===== src/rtl/oam_dma.sv =====
// OAM DMA engine: copies NUM_BYTES bytes from page {src_page, 8'h00} into OAM,
// spending CYCLES_PER_BYTE clocks per byte, with a fixed source read latency.
module oam_dma #(
    parameter int CYCLES_PER_BYTE = 4,
    parameter int READ_LAT        = 1,
    parameter int NUM_BYTES       = 160
) (
    input  logic        clk,
    input  logic        rst,
    input  logic        start,
    input  logic [7:0]  src_page,
    output logic        busy,
    output logic        done,
    output logic [15:0] src_addr_select,
    input  logic [7:0]  src_read_out,
    output logic [7:0]  oam_addr_select,
    output logic [7:0]  oam_write_value,
    output logic        oam_write_enable
);

    localparam int PW = (CYCLES_PER_BYTE > 1) ? $clog2(CYCLES_PER_BYTE) : 1;
    localparam logic [PW-1:0] PH_LAST  = PW'(CYCLES_PER_BYTE - 1);
    localparam logic [PW-1:0] PH_WR    = PW'(READ_LAT - 1);
    localparam logic [7:0]    IDX_LAST = 8'(NUM_BYTES - 1);

    typedef enum logic {
        IDLE,
        XFER
    } state_t;

    state_t        state;
    logic [7:0]    page_reg;
    logic [7:0]    idx;
    logic [PW-1:0] ph;

    always_ff @(posedge clk or posedge rst) begin
        if (rst) begin
            state            <= IDLE;
            page_reg         <= 8'h00;
            idx              <= 8'h00;
            ph               <= '0;
            busy             <= 1'b0;
            done             <= 1'b0;
            src_addr_select  <= 16'h0000;
            oam_addr_select  <= 8'h00;
            oam_write_enable <= 1'b0;
        end else begin
            done             <= 1'b0;
            oam_write_enable <= 1'b0;
            // A start strobe always wins, including over the final wrap.
            if (start) begin
                state           <= XFER;
                busy            <= 1'b1;
                page_reg        <= src_page;
                idx             <= 8'h00;
                ph              <= '0;
                src_addr_select <= {src_page, 8'h00};
            end else if (state == XFER) begin
                if (ph == PH_LAST) begin
                    ph <= '0;
                    if (idx == IDX_LAST) begin
                        state <= IDLE;
                        busy  <= 1'b0;
                        done  <= 1'b1;
                    end else begin
                        idx             <= idx + 8'd1;
                        src_addr_select <= {page_reg, idx + 8'd1};
                    end
                end else begin
                    ph <= ph + PW'(1);
                    // Strobe is registered one cycle early so it lands at ph == READ_LAT.
                    if (ph == PH_WR) begin
                        oam_write_enable <= 1'b1;
                        oam_addr_select  <= idx;
                    end
                end
            end
        end
    end

    // Source data only becomes valid in the write cycle itself, so it is
    // forwarded through a gate rather than registered a second time.
    assign oam_write_value = oam_write_enable ? src_read_out : 8'h00;

endmodule

===== config.mk =====
export PLATFORM = sky130hd
export DESIGN_NAME = oam_dma
export DESIGN_NICKNAME = d
export VERILOG_FILES = /design/src/rtl/oam_dma.sv
export SDC_FILE = /design/constraint.sdc
export NUM_CORES = 1
export LEC_CHECK = 0
export ABC_AREA = 0
export ABC_CLOCK_PERIOD_IN_PS = 1800
export CORE_MARGIN = 2
export CORE_UTILIZATION = 36
export DETAILED_ROUTE_END_ITERATION = 8
export GPL_TIMING_DRIVEN = 0
export PLACE_DENSITY = 0.67
export SLEW_MARGIN = 20
export SYNTH_ARGS = -nofsm -noshare
export SYNTH_HDL_FRONTEND = slang
export SYNTH_SLANG_ARGS = --single-unit

===== constraint.sdc =====
create_clock -name clk -period 1.8 [get_ports clk]
set_clock_uncertainty 0.2 [all_clocks]
set_input_delay 0.36 -clock clk [delete_from_list [all_inputs] [get_ports clk]]
set_output_delay 0.36 -clock clk [all_outputs]
set_load 0.01 [all_outputs]

==> flow_summary.json <==
{
  "status": "finished, final reports clean",
  "rows": 25,
  "rr_startpoint": "src_addr_select[7]$_DFFE_PP0P_",
  "cp.arrival_ns": 1.75,
  "diodes": 0,
  "dieHeight_um": 73.2,
  "worstPathRequired_ns": 1.78,
  "drc": 0,
  "critPathLaunchType": "flop",
  "drv_cap": 0,
  "synth_cells": 135,
  "worst_r2r_path_depth": 5,
  "grt_pass1_vias": 1296,
  "io_buffers": 52,
  "synth.avg_cell_area_um2": 12.8,
  "vias": 1303,
  "criticalPathCategory": "flop to flop",
  "core_mm2": 0.00466,
  "antenna_left": 0,
  "largest_register_ffs": 16,
  "placed_cells": 241,
  "cp_cell_sequence": "nor3b_4 -> buf_4 -> buf_4 -> a211oi_2 -> mux2_2",
  "async_flop_share": 1.00,
  "syn2layout_area_growth_pct": 52.4,
  "cp.buffers_inverters": 2,
  "worstSetupEndpointType": "flop",
  "leakage_uw": 0.00126,
  "grt_first_pass_wirelength_um": 6080,
  "syn_area_mm2": 0.00172,
  "ys.flop_type": "dfrtp_1",
  "dr.pass1.iters": 4,
  "cp_slowest_stage_delay_ns": 0.41,
  "crit_family": "flip-flops",
  "cts_tree": "done",
  "tns_ns": 0,
  "ys_seq_area_frac": 0.552,
  "clk_latency_ns": 0.30,
  "path_common_cell": "buf_4",
  "grt_usage": 0.149,
  "gp_congestion": 0.778,
  "final-instance-count-excl-fill": 261,
  "antenna_found_initial": 0,
  "final_cell_mix": "31 x dfrtp_1, 30 x clkdlybuf4s50_1, 19 x mux2_2, 17 x dlygate4sd2_1, 13 x buf_4",
  "ys_seq_elements": 38,
  "hold_end": "page_reg[6]$_DFFE_PP0P_",
  "clkTransAtPathRegs_ns": 0.08,
  "grt_overflow": 0,
  "nNetsFinal": 228,
  "rsz0062_at_grt": "yes",
  "max_freq_mhz": 566,
  "grt_max_degree": 39,
  "wl_per_cell_um": 14.5,
  "synth_nets": 157,
  "ys_warn_count": 0,
  "die_width_um": 73.2,
  "cp_max_fo": 8,
  "drtIter0Drc": 47,
  "synth_cell_types": 28,
  "max-slew-margin-rel": 0.489,
  "root_buffer": "clkbuf_8",
  "worstHoldPathCells": 2,
  "worst_slew_pin_slew_ns": 0.765,
  "die-area_mm2": 0.00536,
  "slew_viol_final": 0,
  "hold_violations": 0,
  "synth-edff-count": 0,
  "holdBufCountCts": 0,
  "hold_path.class": "input port to flop",
  "rrSetupSlack_ns": 0.03,
  "ir_drop_mv": 0.833,
  "vias_per_cell": 4.99,
  "pin_count": 54,
  "dp_hpwl_um": 2580,
  "period_needed_ns": 1.77,
  "clk_path_buf_depth": 2,
  "power_density_mw_per_mm2": 819,
  "start_util": 0.370,
  "cts_buffers": 5,
  "htreeDepth": 2,
  "finalCritPeriodShare": 0.982,
  "drt-total-wl_um": 3790,
  "crit_slowest_cell": "dfrtp_1",
  "hold_start": "start",
  "r2r_end": "src_addr_select[5]$_DFFE_PP0P_",
  "cts.sinks": 38,
  "final_common_cell": "dfrtp_1",
  "drive_gt1_frac": 0.338,
  "setup_viol": 0
}
[stage by stage]
step                      hold WS [ns]  worst slack [ns]  instance area (um^2)  total power [uW]  utilization
after detailed placement         0.283            -0.245                  2320              1280        0.497
after global routing             0.246           -0.0300                  2630              2250        0.564
after global placement           0.273            -0.512                  2320              1270        0.497
after CTS                        0.237          -0.00190                  2530              2160        0.543
final                            0.238            0.0319                  2630              2150        0.564
after floorplan                  0.268           -0.0292                  1730              1110            -
[cell type report]
type / instances / area [um^2]
Fill cell: 376 / 2030
Sequential cell: 38 / 960
Multi-Input combinational cell: 86 / 773
Timing Repair Buffer: 65 / 634
Clock buffer: 5 / 68.8
Clock inverter: 3 / 68.8
Tap cell: 54 / 67.6
Buffer: 5 / 36.3
Inverter: 5 / 18.8
[Yosys cell counts (2+ instances only)]
master | number | area [um^2]
a211oi_1 | 2 | 15.0
a21o_1 | 2 | 15.0
a21oi_1 | 5 | 25.0
and2_1 | 8 | 50.1
buf_2 | 2 | 10.0
buf_4 | 3 | 22.5
dfrtp_1 | 38 | 951
ha_1 | 3 | 37.5
inv_1 | 5 | 18.8
mux2_2 | 28 | 315
mux2i_1 | 2 | 20.0
nand2_1 | 5 | 18.8
nand3_1 | 5 | 25.0
nand4_1 | 3 | 18.8
nor2_1 | 9 | 33.8
nor2b_1 | 3 | 18.8
[power breakdown]
group	total, uW	switching (uW)	internal (uW)
clock	864	309	555
combinational	342	134	208
sequential	946	33.0	913
[timing repair]
action,4_1_cts,5_1_grt
gates resized for setup,28,16
setup buffers,7,6
endpoints found under the setup margin,35,17
pin swaps,3,4
[layer usage]
layer,part of all wire,track usage,vias up
met3,0.079,0.0552,3
met5,0,0,-
met2,0.49,0.243,50
met1,0.42,0.183,640
met4,0.0087,0.0432,0
li1,-,-,610
[how the worst max path moves through the flow]
stage / start / end / slack (ns) / cells past startpoint
after floorplan: src_addr_select[0]$_DFFE_PP0P_ / src_addr_select[10]$_DFFE_PP0P_ / -0.03 / 5
after global placement: rst / src_addr_select[0]$_DFFE_PP0P_ / -0.51 / 2
after detailed placement: src_read_out[2] / oam_write_value[2] / -0.24 / 3
after CTS: src_addr_select[5]$_DFFE_PP0P_ / src_addr_select[10]$_DFFE_PP0P_ / -0.002 / 4
after global routing: ph[0]$_DFFE_PP0P_ / src_addr_select[7]$_DFFE_PP0P_ / -0.03 / 5
final: src_addr_select[7]$_DFFE_PP0P_ / src_addr_select[5]$_DFFE_PP0P_ / 0.03 / 5
[cell families (layout without fill, tap and decap cells)]
| logic type | count (synthesis) | after routing | synth area share |
|---|---|---|---|
| compound gates | 14 | 14 | 0.0617 |
| buf+inv | 11 | 83 | 0.0363 |
| simple gates | 38 | 38 | 0.129 |
| flops | 38 | 38 | 0.552 |
| fa+ha+maj | 3 | 3 | 0.0218 |
| mux | 30 | 30 | 0.194 |
| xor+xnor | 1 | 1 | 0.00508 |
Note: power is estimated with default switching activity, not from simulation.
